<file path="src/rtl/multicycle_control_unit.sv">
// -----------------------------------------------------------------------------
// multicycle_control_unit
//
// Moore FSM that sequences the 8-bit multicycle CPU datapath. Each instruction
// runs FETCH, DECODE, an optional operand fetch and an execute phase. This takes
// 2..6 clocks per instruction. Every datapath strobe is decoded purely from the
// registered state: the FSM state plus the opcode latched in DECODE.
//
// Parameters
//   ALU_OP_W      ALU opcode width (3)
//   ACC_SEL_W     accumulator address-select width (2)
//
// Ports
//   clk           system clock, rising edge
//   rst           asynchronous active-high reset
//   IrToCU        opcode of the current instruction (from IR)
//   DiToCU        field byte (register pair or jump/memory address high bits)
//   CznToCU       flags {C,Z,N}
//   pcInc         PC <= PC+1
//   pcLoadEn      PC <= TR
//   PcOrTR        memory address select: 0=PC, 1=TR
//   irLoadEn      IR <= memory data
//   diLoadEn      DI <= field byte
//   trLoadEn      TR <= {DI, memory data}
//   memReadEn     memory read strobe
//   memWriteEn    memory write strobe
//   accAddrSel    accumulator address: 0=ra, 1=rb, 2=R0, 3=reserved
//   accWriteEn    accumulator write
//   regOrMem      accumulator write data: 0=ALU result reg, 1=memory data
//   aLoadEn       A <= accumulator data
//   bLoadEn       B <= accumulator data
//   RegAOr0       ALU a input: 0=A, 1=8'h00
//   RegBOr0       ALU b input: 0=B, 1=8'h00
//   aluOp         ADD 000, SUB 001, AND 010, OR 011, NOT 100, SHL 101, SHR 110
//   aluResLoadEn  ALU result register load
//   cznLoadEn     flag register load
//   halted        high while in HALT
//
// Optional feature (macro CU_PERF_CNT_EN)
//   instrRetired  16-bit retired-instruction counter
//   cycleCount    16-bit busy-cycle counter (not IDLE, not HALT)
// -----------------------------------------------------------------------------
module multicycle_control_unit #(
  parameter int ALU_OP_W  = 3,
  parameter int ACC_SEL_W = 2
) (
  input  logic                 clk,
  input  logic                 rst,
  input  logic [3:0]           IrToCU,
  input  logic [4:0]           DiToCU,
  input  logic [2:0]           CznToCU,
  output logic                 pcInc,
  output logic                 pcLoadEn,
  output logic                 PcOrTR,
  output logic                 irLoadEn,
  output logic                 diLoadEn,
  output logic                 trLoadEn,
  output logic                 memReadEn,
  output logic                 memWriteEn,
  output logic [ACC_SEL_W-1:0] accAddrSel,
  output logic                 accWriteEn,
  output logic                 regOrMem,
  output logic                 aLoadEn,
  output logic                 bLoadEn,
  output logic                 RegAOr0,
  output logic                 RegBOr0,
  output logic [ALU_OP_W-1:0]  aluOp,
  output logic                 aluResLoadEn,
  output logic                 cznLoadEn,
  output logic                 halted
`ifdef CU_PERF_CNT_EN
  ,
  output logic [15:0]          instrRetired,
  output logic [15:0]          cycleCount
`endif
);

  // FSM state encoding. Encodings 14 and 15 are unused and recover to IDLE.
  typedef enum logic [3:0] {
    S_IDLE   = 4'd0,
    S_FETCH  = 4'd1,
    S_DECODE = 4'd2,
    S_OPND   = 4'd3,
    S_JUMP   = 4'd4,
    S_MRD    = 4'd5,
    S_MWB    = 4'd6,
    S_SRD    = 4'd7,
    S_SWR    = 4'd8,
    S_RDA    = 4'd9,
    S_RDB    = 4'd10,
    S_EX     = 4'd11,
    S_WB     = 4'd12,
    S_HALT   = 4'd13
  } state_t;

  // Opcodes
  localparam logic [3:0] OP_NOP = 4'h0;
  localparam logic [3:0] OP_LDA = 4'h1;
  localparam logic [3:0] OP_STA = 4'h2;
  localparam logic [3:0] OP_JMP = 4'h3;
  localparam logic [3:0] OP_JZ  = 4'h4;
  localparam logic [3:0] OP_JC  = 4'h5;
  localparam logic [3:0] OP_JN  = 4'h6;
  localparam logic [3:0] OP_ADD = 4'h7;
  localparam logic [3:0] OP_SUB = 4'h8;
  localparam logic [3:0] OP_AND = 4'h9;
  localparam logic [3:0] OP_OR  = 4'hA;
  localparam logic [3:0] OP_NOT = 4'hB;
  localparam logic [3:0] OP_SHL = 4'hC;
  localparam logic [3:0] OP_SHR = 4'hD;
  localparam logic [3:0] OP_CMP = 4'hE;
  localparam logic [3:0] OP_HLT = 4'hF;

  // ALU operation codes
  localparam logic [ALU_OP_W-1:0] ALU_ADD = ALU_OP_W'(3'd0);
  localparam logic [ALU_OP_W-1:0] ALU_SUB = ALU_OP_W'(3'd1);
  localparam logic [ALU_OP_W-1:0] ALU_AND = ALU_OP_W'(3'd2);
  localparam logic [ALU_OP_W-1:0] ALU_OR  = ALU_OP_W'(3'd3);
  localparam logic [ALU_OP_W-1:0] ALU_NOT = ALU_OP_W'(3'd4);
  localparam logic [ALU_OP_W-1:0] ALU_SHL = ALU_OP_W'(3'd5);
  localparam logic [ALU_OP_W-1:0] ALU_SHR = ALU_OP_W'(3'd6);

  // Accumulator address selects
  localparam logic [ACC_SEL_W-1:0] SEL_RA = ACC_SEL_W'(2'd0);
  localparam logic [ACC_SEL_W-1:0] SEL_RB = ACC_SEL_W'(2'd1);
  localparam logic [ACC_SEL_W-1:0] SEL_R0 = ACC_SEL_W'(2'd2);

  state_t     state_r;
  state_t     next_state_s;
  logic [3:0] op_r;        // opcode captured in DECODE; keeps EX/WB outputs Moore
  logic       unused_field_s;

  // The field byte feeds the datapath's register/address logic directly; the
  // controller's sequencing does not depend on it.
  assign unused_field_s = ^DiToCU;

  // Map an opcode to its ALU operation. CMP is a subtract whose result is discarded.
  function automatic logic [ALU_OP_W-1:0] alu_op_of(input logic [3:0] op);
    logic [ALU_OP_W-1:0] res;
    case (op)
      OP_ADD:  res = ALU_ADD;
      OP_SUB:  res = ALU_SUB;
      OP_AND:  res = ALU_AND;
      OP_OR:   res = ALU_OR;
      OP_NOT:  res = ALU_NOT;
      OP_SHL:  res = ALU_SHL;
      OP_SHR:  res = ALU_SHR;
      OP_CMP:  res = ALU_SUB;
      default: res = ALU_ADD;
    endcase
    return res;
  endfunction

  // Unary ALU ops skip the B read and force the ALU b input to zero.
  function automatic logic is_unary(input logic [3:0] op);
    logic res;
    case (op)
      OP_NOT, OP_SHL, OP_SHR: res = 1'b1;
      default:                res = 1'b0;
    endcase
    return res;
  endfunction

  // Conditional jump decision from flags {C,Z,N}.
  function automatic logic jcc_taken(input logic [3:0] op, input logic [2:0] czn);
    logic res;
    case (op)
      OP_JZ:   res = czn[1];
      OP_JC:   res = czn[2];
      OP_JN:   res = czn[0];
      default: res = 1'b0;
    endcase
    return res;
  endfunction

  // First state after DECODE for each opcode.
  function automatic state_t decode_next(input logic [3:0] op);
    state_t res;
    case (op)
      OP_NOP:                                    res = S_FETCH;
      OP_LDA, OP_STA, OP_JMP, OP_JZ, OP_JC, OP_JN: res = S_OPND;
      OP_ADD, OP_SUB, OP_AND, OP_OR, OP_CMP:     res = S_RDA;
      OP_NOT, OP_SHL, OP_SHR:                    res = S_RDA;
      OP_HLT:                                    res = S_HALT;
      default:                                   res = S_FETCH;
    endcase
    return res;
  endfunction

  // State register and latched opcode
  always_ff @(posedge clk or posedge rst) begin
    if (rst) begin
      state_r <= S_IDLE;
      op_r    <= OP_NOP;
    end else begin
      state_r <= next_state_s;
      if (state_r == S_DECODE) begin
        op_r <= IrToCU;
      end else begin
        op_r <= op_r;
      end
    end
  end

  // Next-state logic
  always_comb begin
    next_state_s = S_IDLE;
    case (state_r)
      S_IDLE:   next_state_s = S_FETCH;
      S_FETCH:  next_state_s = S_DECODE;
      S_DECODE: next_state_s = decode_next(IrToCU);
      S_OPND: begin
        case (op_r)
          OP_JMP:              next_state_s = S_JUMP;
          OP_JZ, OP_JC, OP_JN: next_state_s = jcc_taken(op_r, CznToCU) ? S_JUMP : S_FETCH;
          OP_LDA:              next_state_s = S_MRD;
          OP_STA:              next_state_s = S_SRD;
          default:             next_state_s = S_FETCH;
        endcase
      end
      S_JUMP:   next_state_s = S_FETCH;
      S_MRD:    next_state_s = S_MWB;
      S_MWB:    next_state_s = S_FETCH;
      S_SRD:    next_state_s = S_SWR;
      S_SWR:    next_state_s = S_FETCH;
      S_RDA:    next_state_s = is_unary(op_r) ? S_EX : S_RDB;
      S_RDB:    next_state_s = S_EX;
      S_EX:     next_state_s = (op_r == OP_CMP) ? S_FETCH : S_WB;
      S_WB:     next_state_s = S_FETCH;
      S_HALT:   next_state_s = S_HALT;
      default:  next_state_s = S_IDLE;
    endcase
  end

  // Output decode from the registered state
  always_comb begin
    pcInc        = 1'b0;
    pcLoadEn     = 1'b0;
    PcOrTR       = 1'b0;
    irLoadEn     = 1'b0;
    diLoadEn     = 1'b0;
    trLoadEn     = 1'b0;
    memReadEn    = 1'b0;
    memWriteEn   = 1'b0;
    accAddrSel   = SEL_RA;
    accWriteEn   = 1'b0;
    regOrMem     = 1'b0;
    aLoadEn      = 1'b0;
    bLoadEn      = 1'b0;
    RegAOr0      = 1'b0;
    RegBOr0      = 1'b0;
    aluOp        = ALU_ADD;
    aluResLoadEn = 1'b0;
    cznLoadEn    = 1'b0;
    halted       = 1'b0;
    case (state_r)
      S_FETCH: begin
        memReadEn = 1'b1;
        PcOrTR    = 1'b0;
        irLoadEn  = 1'b1;
        diLoadEn  = 1'b1;
        pcInc     = 1'b1;
      end
      S_OPND: begin
        memReadEn = 1'b1;
        PcOrTR    = 1'b0;
        trLoadEn  = 1'b1;
        pcInc     = 1'b1;
      end
      S_JUMP: pcLoadEn = 1'b1;
      S_MRD: begin
        memReadEn = 1'b1;
        PcOrTR    = 1'b1;
      end
      S_MWB: begin
        accWriteEn = 1'b1;
        accAddrSel = SEL_R0;
        regOrMem   = 1'b1;
      end
      S_SRD: begin
        accAddrSel = SEL_R0;
        aLoadEn    = 1'b1;
      end
      // Store data is the ALU output A+0.
      S_SWR: begin
        memWriteEn = 1'b1;
        PcOrTR     = 1'b1;
        RegBOr0    = 1'b1;
        aluOp      = ALU_ADD;
      end
      S_RDA: begin
        accAddrSel = SEL_RA;
        aLoadEn    = 1'b1;
      end
      S_RDB: begin
        accAddrSel = SEL_RB;
        bLoadEn    = 1'b1;
      end
      S_EX: begin
        aluOp        = alu_op_of(op_r);
        aluResLoadEn = 1'b1;
        cznLoadEn    = 1'b1;
        RegBOr0      = is_unary(op_r);
      end
      // aluOp stays as in EX so the result path is stable through write-back.
      S_WB: begin
        accAddrSel = SEL_RA;
        accWriteEn = 1'b1;
        regOrMem   = 1'b0;
        aluOp      = alu_op_of(op_r);
      end
      S_HALT:  halted = 1'b1;
      default: begin
      end
    endcase
  end

`ifdef CU_PERF_CNT_EN
  // Performance counters. They count busy cycles and retirements into FETCH and freeze in HALT.
  always_ff @(posedge clk or posedge rst) begin
    if (rst) begin
      instrRetired <= 16'd0;
      cycleCount   <= 16'd0;
    end else begin
      if ((state_r != S_IDLE) && (state_r != S_HALT)) begin
        cycleCount <= cycleCount + 16'd1;
      end else begin
        cycleCount <= cycleCount;
      end
      if ((next_state_s == S_FETCH) && (state_r != S_IDLE)) begin
        instrRetired <= instrRetired + 16'd1;
      end else begin
        instrRetired <= instrRetired;
      end
    end
  end
`endif

endmodule

</file>
<file path="config.mk">
export PLATFORM = sky130hd
export DESIGN_NAME = multicycle_control_unit
export DESIGN_NICKNAME = d
export VERILOG_FILES = /design/src/rtl/multicycle_control_unit.sv
export SDC_FILE = /design/constraint.sdc
export NUM_CORES = 1
export LEC_CHECK = 0
export CAP_MARGIN = 20
export CELL_PAD_IN_SITES_DETAIL_PLACEMENT = 1
export CELL_PAD_IN_SITES_GLOBAL_PLACEMENT = 2
export CORE_ASPECT_RATIO = 2
export CORE_UTILIZATION = 23
export CTS_CLUSTER_SIZE = 16
export DETAILED_ROUTE_END_ITERATION = 8
export PLACE_DENSITY_LB_ADDON = 0.1
export RECOVER_POWER = 25
export SYNTH_ARGS = -nofsm -noshare
export SYNTH_HDL_FRONTEND = slang
export SYNTH_SLANG_ARGS = --single-unit
</file>
<file path="constraint.sdc">
create_clock -name clk -period 2 [get_ports clk]
set_input_delay 0.4 -clock clk [delete_from_list [all_inputs] [get_ports clk]]
set_output_delay 0.4 -clock clk [all_outputs]
set_load 0.1 [all_outputs]
</file>
==> results_dict.tcl, run 1 <==
set metrics [dict create \
    numCtsBuffers 3 \
    overflow 0 \
    synth-seq-cells 8 \
    grt_pass1_wl_mm 3.91 \
    hold_buffers 0 \
    critPathMaxFanout 4 \
    routabilityCongestion 0.726 \
    dieArea_sq_um 3750 \
    clkSinkCount 8 \
    die_h_microns 85.6 \
    first_iter_violations 7 \
    status "finished with violations" \
    vias_per_cell 5.11 \
    drive_above_1_share 0.525 \
    start_kind "register" \
    violations "design-rule violations" \
    skew_ns 0.00284 \
    end_kind "output pin" \
    cts.htree.levels 1 \
    ys_seq_area_frac 0.249 \
    dr.pass1.iters 5 \
    start_util 0.238 \
    die_w_microns 43.8 \
    yosys.area_share.simple 0.360 \
    synthCells 108 \
    critPathSlowestCell "dfrtp_2" \
    tritoncts "done" \
    numPortBuffers 29 \
    synthAdderAreaFrac 0.0623 \
    synth_edf_count 0 \
    maxCapViolCount 0 \
    hold_viol 0 \
    synthArstFlopShare 1.00 \
    grt_max_degree 14 \
    antenna_cells 0 \
    slowest_delay_ns 0.45 \
    crit_arrival_ns 1.53 \
    clk_pin_slew_ns 0.04 \
    yosysWarnings 0 \
    rows 30 \
    fin_crit_sh 0.967 \
    antenna_found_initial 0 \
    setup_violations 0 \
    synthMuxAreaShare 0.0810 \
    synth_fp_nets 126 \
    period_minus_slack_ns 1.93 \
    synth_area_per_cell_sq_um 7.44 \
    required_ns 1.60 \
    rsz0062_at_grt "true" \
    grt_pass1_vias 898 \
    drc 2 \
    dp_slack_ns 0.0644 \
    io_pins 36 \
    synth_xor_xnor_area_share 0.0109 \
    syn2layout_area_growth_pct 97.5 \
    dpl.hpwl_mm 2.13 \
    mostFrequentLayoutCells "21 x buf_12, 10 x buf_4, 9 x nand2_1, 9 x nor2_4, 7 x clkdlybuf4s50_1" \
    layout_commonest_cell "buf_12" \
    clk_latency_ns 0.22 \
    setup_slack_ns 0.0664 \
    synth_top_family_by_area "simple AND/OR/NAND/NOR gates" \
    gr-usage-all-layers 0.134 \
    fin_setup_tns_ns 0 \
    synth_ff_type "dfrtp_1" \
    coreArea_sq_um 3380 \
    synth_area_sq_um 803 \
    routed-via-count 884 \
    layout.nets 161 \
    max_freq_mhz 517 \
    drv_slew 0 \
    clockRootBuffer "clkbuf_8" \
    cp_cell_sequence "inv_2 -> ha_4 -> nor2_4 -> a211oi_4 -> a21o_4 -> buf_12" \
    clock_path_buffers 2 \
    drtAntennaViolNets 0 \
    drt-total-wl_mm 2.44 \
    wire_per_inst_microns 14.1 \
    synth_cell_types 36 \
    synth-compound-area-share 0.136 \
    crit_type "register to output pin" \
    hp-class "input pin to asynchronous set/reset pin" \
]
## synth_stat cells, drive strengths merged, types with 4 or more instances
master / count / share of area
nand2: 11 / 0.061
nor2: 18 / 0.084
inv: 6 / 0.028
a21oi: 4 / 0.025
buf: 9 / 0.069
dfrtp: 8 / 0.25
nand3: 6 / 0.037
mux2: 4 / 0.056
ha: 4 / 0.062
nor3: 4 / 0.025
o21ai: 4 / 0.025
nand2b: 5 / 0.039
## flip-flops by register name (all words and copies together) (netlist names)
name,count
state_r,4
op_r,4
## stage by stage
stage	area (sq um)	hold slack, ns	std cells	utilization
CTS	1580	0.450	173	0.467
floorplan	962	0.216	108	-
global route	1590	0.619	173	0.470
finish	1590	0.572	173	0.470
detailed placement	1490	0.577	170	0.440
global placement	1490	0.569	170	0.440
## worst max-delay path: cells and delay by family (launching register included)
| kind | cells | cell delay [ns] |
|---|---|---|
| AO/OA/AOI/OAI | 2 | 0.38 |
| adder cells (fa/ha/maj) | 1 | 0.16 |
| buffers and inverters | 2 | 0.27 |
| flip-flops | 1 | 0.45 |
| AND/OR/NAND/NOR | 1 | 0.04 |
## routing by layer
metal,track usage,part of all wire
met1,0.134,0.34
met2,0.271,0.62
met3,0.00632,0.020
met4,0.0398,0.014
met5,0,0
## final cells by class
type                    count  area, sq um
flip-flops and latches      8          205
well taps                  32         40.0
fillers                   383         1790
multi-input cells          85          698
inverters                   6         26.3
clock buffers               3         41.3
repair buffers             39          576
## path summary, 6_finish.rpt
check,end,from,depth (start not counted),slack (ns)
worst max-delay path,RegBOr0,op_r[0]$_DFFE_PP0P_,6,0.07
worst min register to register,op_r[0]$_DFFE_PP0P_,op_r[0]$_DFFE_PP0P_,1,0.60
worst min-delay path,op_r[3]$_DFFE_PP0P_,rst,2,0.57
min in group clk,op_r[0]$_DFFE_PP0P_,op_r[0]$_DFFE_PP0P_,1,0.60
max in group asynchronous,state_r[2]$_DFF_PP0_,rst,2,1.16
worst max register to register,state_r[0]$_DFF_PP0_,op_r[1]$_DFFE_PP0P_,7,0.53
## repair_timing
action,in CTS,in global routing
gates cloned,0,0
gates resized for setup,17,3
pin swaps,2,0
setup buffers,1,0
endpoints found under the setup margin,8,4
## cell families after synthesis
group	Yosys count
simple gates	56
compound gates	17
buf+inv	15
other cells	1
xor+xnor	1
flops	8
mux	6
fa+ha+maj	4
Power of run 1 is left out: the tool's default activity adds up to more than one toggle a clock period on the data nets, which glitch-free logic cannot reach.
==> run 2: changes to the inputs <==
- ABC_CLOCK_PERIOD_IN_PS: default -> 1700
- CORE_UTILIZATION: 23 -> 19
- PLACE_DENSITY: default -> 0.74
- PLACE_DENSITY_LB_ADDON: 0.1 -> default
- clock period: 2 -> 1.7 ns (I/O delays scaled with it)
==> run 2 against run 1 <==
Compared with the run above:
- the run ends with negative setup slack left
- clock-buffer cell count grew 1
- routed wire length grew 59%
- cell count grew 29%
- global-route usage grew 4.2 points
- non-clock buffer count grew 30
- via count grew 19%
- critical path depth shrank 1
- clock skew shrank 0.0026 ns
- final area grew 34%
- first-iteration DRC count grew 57%
- register-to-register slack lost 0.47 ns
- worst hold slack lost 0.076 ns
==> results_dict.tcl, run 2 (synthesis gave the netlist of run 1 again) <==
set metrics [dict create \
    rr_worst_depth 8 \
    die_h_microns 94.0 \
    gr-usage-all-layers 0.176 \
    grt_pass1_vias 1181 \
    crit_arrival_ns 1.57 \
    slowest_delay_ns 0.48 \
    critPathSlowestCell "dfrtp_2" \
    clk_pin_slew_ns 0.04 \
    routabilityCongestion 0.840 \
    r2r-end "state_r[0]$_DFF_PP0_" \
    vias_per_cell 4.71 \
    dieArea_sq_um 4510 \
    start_util 0.197 \
    fillers 421 \
    overflow 0 \
    required_ns 1.36 \
    antenna_cells 0 \
    hp-class "input pin to asynchronous set/reset pin" \
    maxCapViolCount 0 \
    seq_area_sq_um 206 \
    fin_setup_tns_ns -1.87 \
    cp_cell_sequence "nand3b_1 -> o21ai_1 -> nand3_2 -> nor2_4 -> buf_12" \
    period_minus_slack_ns 1.91 \
    dpl.hpwl_mm 2.40 \
    status "finished with violations" \
    antenna_found_initial 0 \
    drt-total-wl_mm 3.88 \
    clkSinkCount 8 \
    io_pins 36 \
    mostFrequentLayoutCells "21 x buf_12, 21 x buf_4, 15 x nor2_4, 15 x buf_6, 7 x clkdlybuf4s50_1" \
    die_w_microns 48.0 \
    max_freq_mhz 523 \
    dp_slack_ns -0.0793 \
    r2r_slack_ns 0.06 \
    numPortBuffers 29 \
    syn2layout_area_growth_pct 164 \
    clk_latency_ns 0.23 \
    drtAntennaViolNets 0 \
    crit_family "simple AND/OR/NAND/NOR gates" \
    layout.nets 191 \
    multiInputGateArea_sq_um 900 \
    routed-via-count 1056 \
    drc 0 \
    crit_type "register to output pin" \
    end_kind "output pin" \
    skew_ns 0.000214 \
    critPathMaxFanout 6 \
    fin_crit_sh 1.12 \
    path_buf_inv 1 \
    reg_top3 "op_r (4), state_r (4)" \
    dr.pass1.iters 4 \
    coreArea_sq_um 4090 \
    clockRootBuffer "clkbuf_8" \
    rows 33 \
    first_iter_violations 11 \
    clock_path_buffers 2 \
    r2r-start "op_r[1]$_DFFE_PP0P_" \
    start_kind "register" \
    hold_viol 0 \
    drive_above_1_share 0.738 \
    rsz0062_at_grt "true" \
    cts.htree.levels 1 \
    wire_per_inst_microns 17.3 \
    tritoncts "done" \
    setup_slack_ns -0.211 \
    numCtsBuffers 3 \
    drv_slew 0 \
    grt_pass1_wl_mm 5.55 \
    grt_max_degree 11 \
    cp.depth 5 \
    violations "negative setup slack" \
    setup_violations 18 \
    postLayoutCoreUtil 0.519 \
]
[run 2: cell count changes in the layout (fill, tap and decap cells not counted), sizes merged]
| cell | previous run | this run |
|---|---|---|
| clkbuf | 3 | 4 |
| buf | 31 | 61 |
[run 2: worst max path at each step]
stage                         startpoint        to
global route         op_r[1]$_DFFE_PP0P_   RegBOr0
CTS                  op_r[1]$_DFFE_PP0P_   RegBOr0
detailed placement   op_r[1]$_DFFE_PP0P_   RegBOr0
finish              state_r[2]$_DFF_PP0_  aluOp[1]
global placement     op_r[1]$_DFFE_PP0P_   RegBOr0
floorplan           state_r[2]$_DFF_PP0_   RegBOr0
[run 2: final cells by class]
| class | instances | area share |
|---|---|---|
| clock buffer | 4 | 0.0213 |
| multi-input combinational | 85 | 0.424 |
| timing repair buffer | 69 | 0.414 |
| sequential | 8 | 0.0974 |
| inverter | 6 | 0.0124 |
| tap | 52 | 0.0307 |
[run 2: repair_timing]
action                                  4_1_cts  5_1_grt
resized for setup                            53       21
setup buffers                                 8       13
hold buffers                                  0        0
endpoints found under the setup margin       19       19
pin swaps                                    14        9
[run 2: per-layer routing]
layer | global-route usage | vias up | share of wire
li1 | - | 496 | -
met1 | 0.143 | 522 | 0.26
met2 | 0.367 | 29 | 0.70
met3 | 0.0212 | 9 | 0.022
met4 | 0.0602 | 0 | 0.018
met5 | 0 | - | 0
[run 2: per-stage QoR]
stage / instances / area, sq um / hold WS (ns)
4_1_cts: 212 / 1940 / 0.368
3_3_place_gp: 201 / 1630 / 0.572
6_report: 224 / 2120 / 0.496
2_1_floorplan: 108 / 1000 / 0.156
3_5_place_dp: 201 / 1630 / 0.579
5_1_grt: 224 / 2120 / 0.534
Power of run 2 is left out for the same reason.
==> run 3: changes to the inputs <==
- CELL_PAD_IN_SITES_DETAIL_PLACEMENT: 1 -> 0
- CELL_PAD_IN_SITES_GLOBAL_PLACEMENT: 2 -> 1
- CORE_UTILIZATION: 19 -> 25
- MAX_ROUTING_LAYER: default -> met4
==> run 3 against run 2 <==
Compared with the run above:
- the flow still finishes with violations (negative setup slack)
- via count decreased by 2.3%
- global-route usage increased by 0.66 points
- highest routed layer unchanged
- clock-buffer cell count unchanged
- flip-flop and latch count unchanged
- non-clock buffer count increased by 3
- final area increased by 0.18%
- critical path depth increased by 2
- clock skew increased by 0.0081 ns
- worst hold slack improved by 0.00081 ns
- sequential share of layout area about the same
- routed wire length decreased by 20%
==> results_dict.tcl, run 3 (synthesis gave the netlist of run 1 again) <==
set metrics [dict create \
    routed-via-count 1032 \
    start_kind "register" \
    routabilityCongestion 0.792 \
    setup_slack_ns -0.212 \
    rows 28 \
    critPathMaxFanout 4 \
    drtAntennaViolNets 0 \
    end_kind "output pin" \
    relSlewSlack 0.671 \
    hold_viol 0 \
    syn2layout_area_growth_pct 164 \
    dr.pass1.iters 4 \
    slowest_delay_ns 0.45 \
    critPathSlowestCell "dfrtp_2" \
    violations "negative setup slack" \
    maxCapViolCount 0 \
    worstMarginPinSlew_ns 0.490 \
    cts.htree.levels 1 \
    hp-class "input pin to asynchronous set/reset pin" \
    grt_pass1_vias 1057 \
    rsz0062_at_grt "true" \
    reg_top3 "op_r (4), state_r (4)" \
    clkSinkCount 8 \
    fin_crit_sh 1.12 \
    period_minus_slack_ns 1.91 \
    first_iter_violations 20 \
    gr-usage-all-layers 0.183 \
    start_util 0.267 \
    overflow 0 \
    drv_slew 0 \
    dp_slack_ns -0.0546 \
    wire_per_inst_microns 15.2 \
    grt_pass1_wl_mm 4.78 \
    antenna_cells 0 \
    fillers 198 \
    drt-total-wl_mm 3.11 \
    numPortBuffers 29 \
    layout_commonest_cell "buf_4" \
    crit_type "register to output pin" \
    mostFrequentLayoutCells "27 x buf_4, 22 x buf_12, 15 x nor2_4" \
    dpl.hpwl_mm 1.94 \
    numCtsBuffers 3 \
    drive_above_1_share 0.766 \
    clock_path_buffers 2 \
    clk_latency_ns 0.23 \
    cp_cell_sequence "inv_4 -> ha_4 -> nor2_4 -> a211oi_2 -> buf_4 -> a21o_4 -> buf_12" \
    die_w_microns 42.1 \
    vias_per_cell 5.03 \
    max_freq_mhz 523 \
    skew_ns 0.00836 \
    antenna_found_initial 0 \
    clockRootBuffer "clkbuf_8" \
    die_h_microns 82.2 \
    crit_arrival_ns 1.57 \
    hold_ws_ns 0.497 \
    tritoncts "done" \
    status "finished with violations" \
    required_ns 1.36 \
    clk_pin_slew_ns 0.05 \
    setup_violations 11 \
    coreArea_sq_um 3010 \
    drc 0 \
    layout.nets 194 \
    dieArea_sq_um 3460 \
    grt_max_degree 11 \
    hold_buffers 0 \
    io_pins 36 \
]
-- run 3: cell types whose count changed in the layout (fill, tap and decap cells not counted), moves of 2 or more --
| cell | previous run | this run |
|---|---|---|
| inv_4 | 0 | 2 |
| inv_2 | 3 | 1 |
| buf_4 | 21 | 27 |
| nand3_1 | 5 | 3 |
| buf_6 | 15 | 12 |
| o21ai_2 | 0 | 2 |
-- run 3: layout make-up --
| class | instances | area, sq um | share of cell area |
|---|---|---|---|
| clock buffers | 4 | 45.0 | 0.0212 |
| inverters | 6 | 31.3 | 0.0147 |
| multi-input cells | 85 | 906 | 0.427 |
| flip-flops and latches | 8 | 208 | 0.0978 |
| well taps | 30 | 37.5 | 0.0177 |
| repair buffers | 72 | 896 | 0.422 |
-- run 3: path summary, 6_finish.rpt --
kind	startpoint	endpoint	slack, ns	cells after the start
worst max-delay path	op_r[1]$_DFFE_PP0P_	RegBOr0	-0.21	7
worst min-delay path	rst	op_r[2]$_DFFE_PP0P_	0.50	2
worst max register to register	op_r[0]$_DFFE_PP0P_	state_r[0]$_DFF_PP0_	0.04	8
worst min register to register	op_r[1]$_DFFE_PP0P_	op_r[1]$_DFFE_PP0P_	0.63	1
max in group asynchronous	rst	op_r[0]$_DFFE_PP0P_	0.94	2
min in group clk	op_r[1]$_DFFE_PP0P_	op_r[1]$_DFFE_PP0P_	0.63	1
-- run 3: timing repair --
action,CTS,global route
endpoints found under the setup margin,20,21
setup buffers,19,5
pin swaps,12,15
resized for setup,44,35
-- run 3: worst max-delay path, delay by kind of cell, from the launching register on --
family | cells | cell delay [ns]
flip-flops | 1 | 0.45
buffers and inverters | 3 | 0.41
AO/OA/AOI/OAI | 2 | 0.29
adder cells (fa/ha/maj) | 1 | 0.15
AND/OR/NAND/NOR | 1 | 0.04
-- run 3: metrics by stage --
stage / cells / cell area, sq um / util / TNS (ns)
2_1_floorplan: 108 / 1000 / - / -3.59
3_3_place_gp: 178 / 1590 / 0.529 / -0.0455
3_5_place_dp: 178 / 1590 / 0.529 / -0.0546
4_1_cts: 201 / 1940 / 0.643 / -0.763
5_1_grt: 205 / 2120 / 0.705 / -1.68
6_report: 205 / 2120 / 0.705 / -0.951
-- run 3: metal layers --
| layer | vias up | wire length, microns | track usage |
|---|---|---|---|
| met1 | 496 | 1030 | 0.167 |
| met3 | 9 | 53 | 0.0130 |
| li1 | 501 | - | - |
| met4 | 0 | 69 | 0.0688 |
| met5 | - | 0 | - |
| met2 | 26 | 1960 | 0.380 |
Power of run 3 is left out for the same reason.
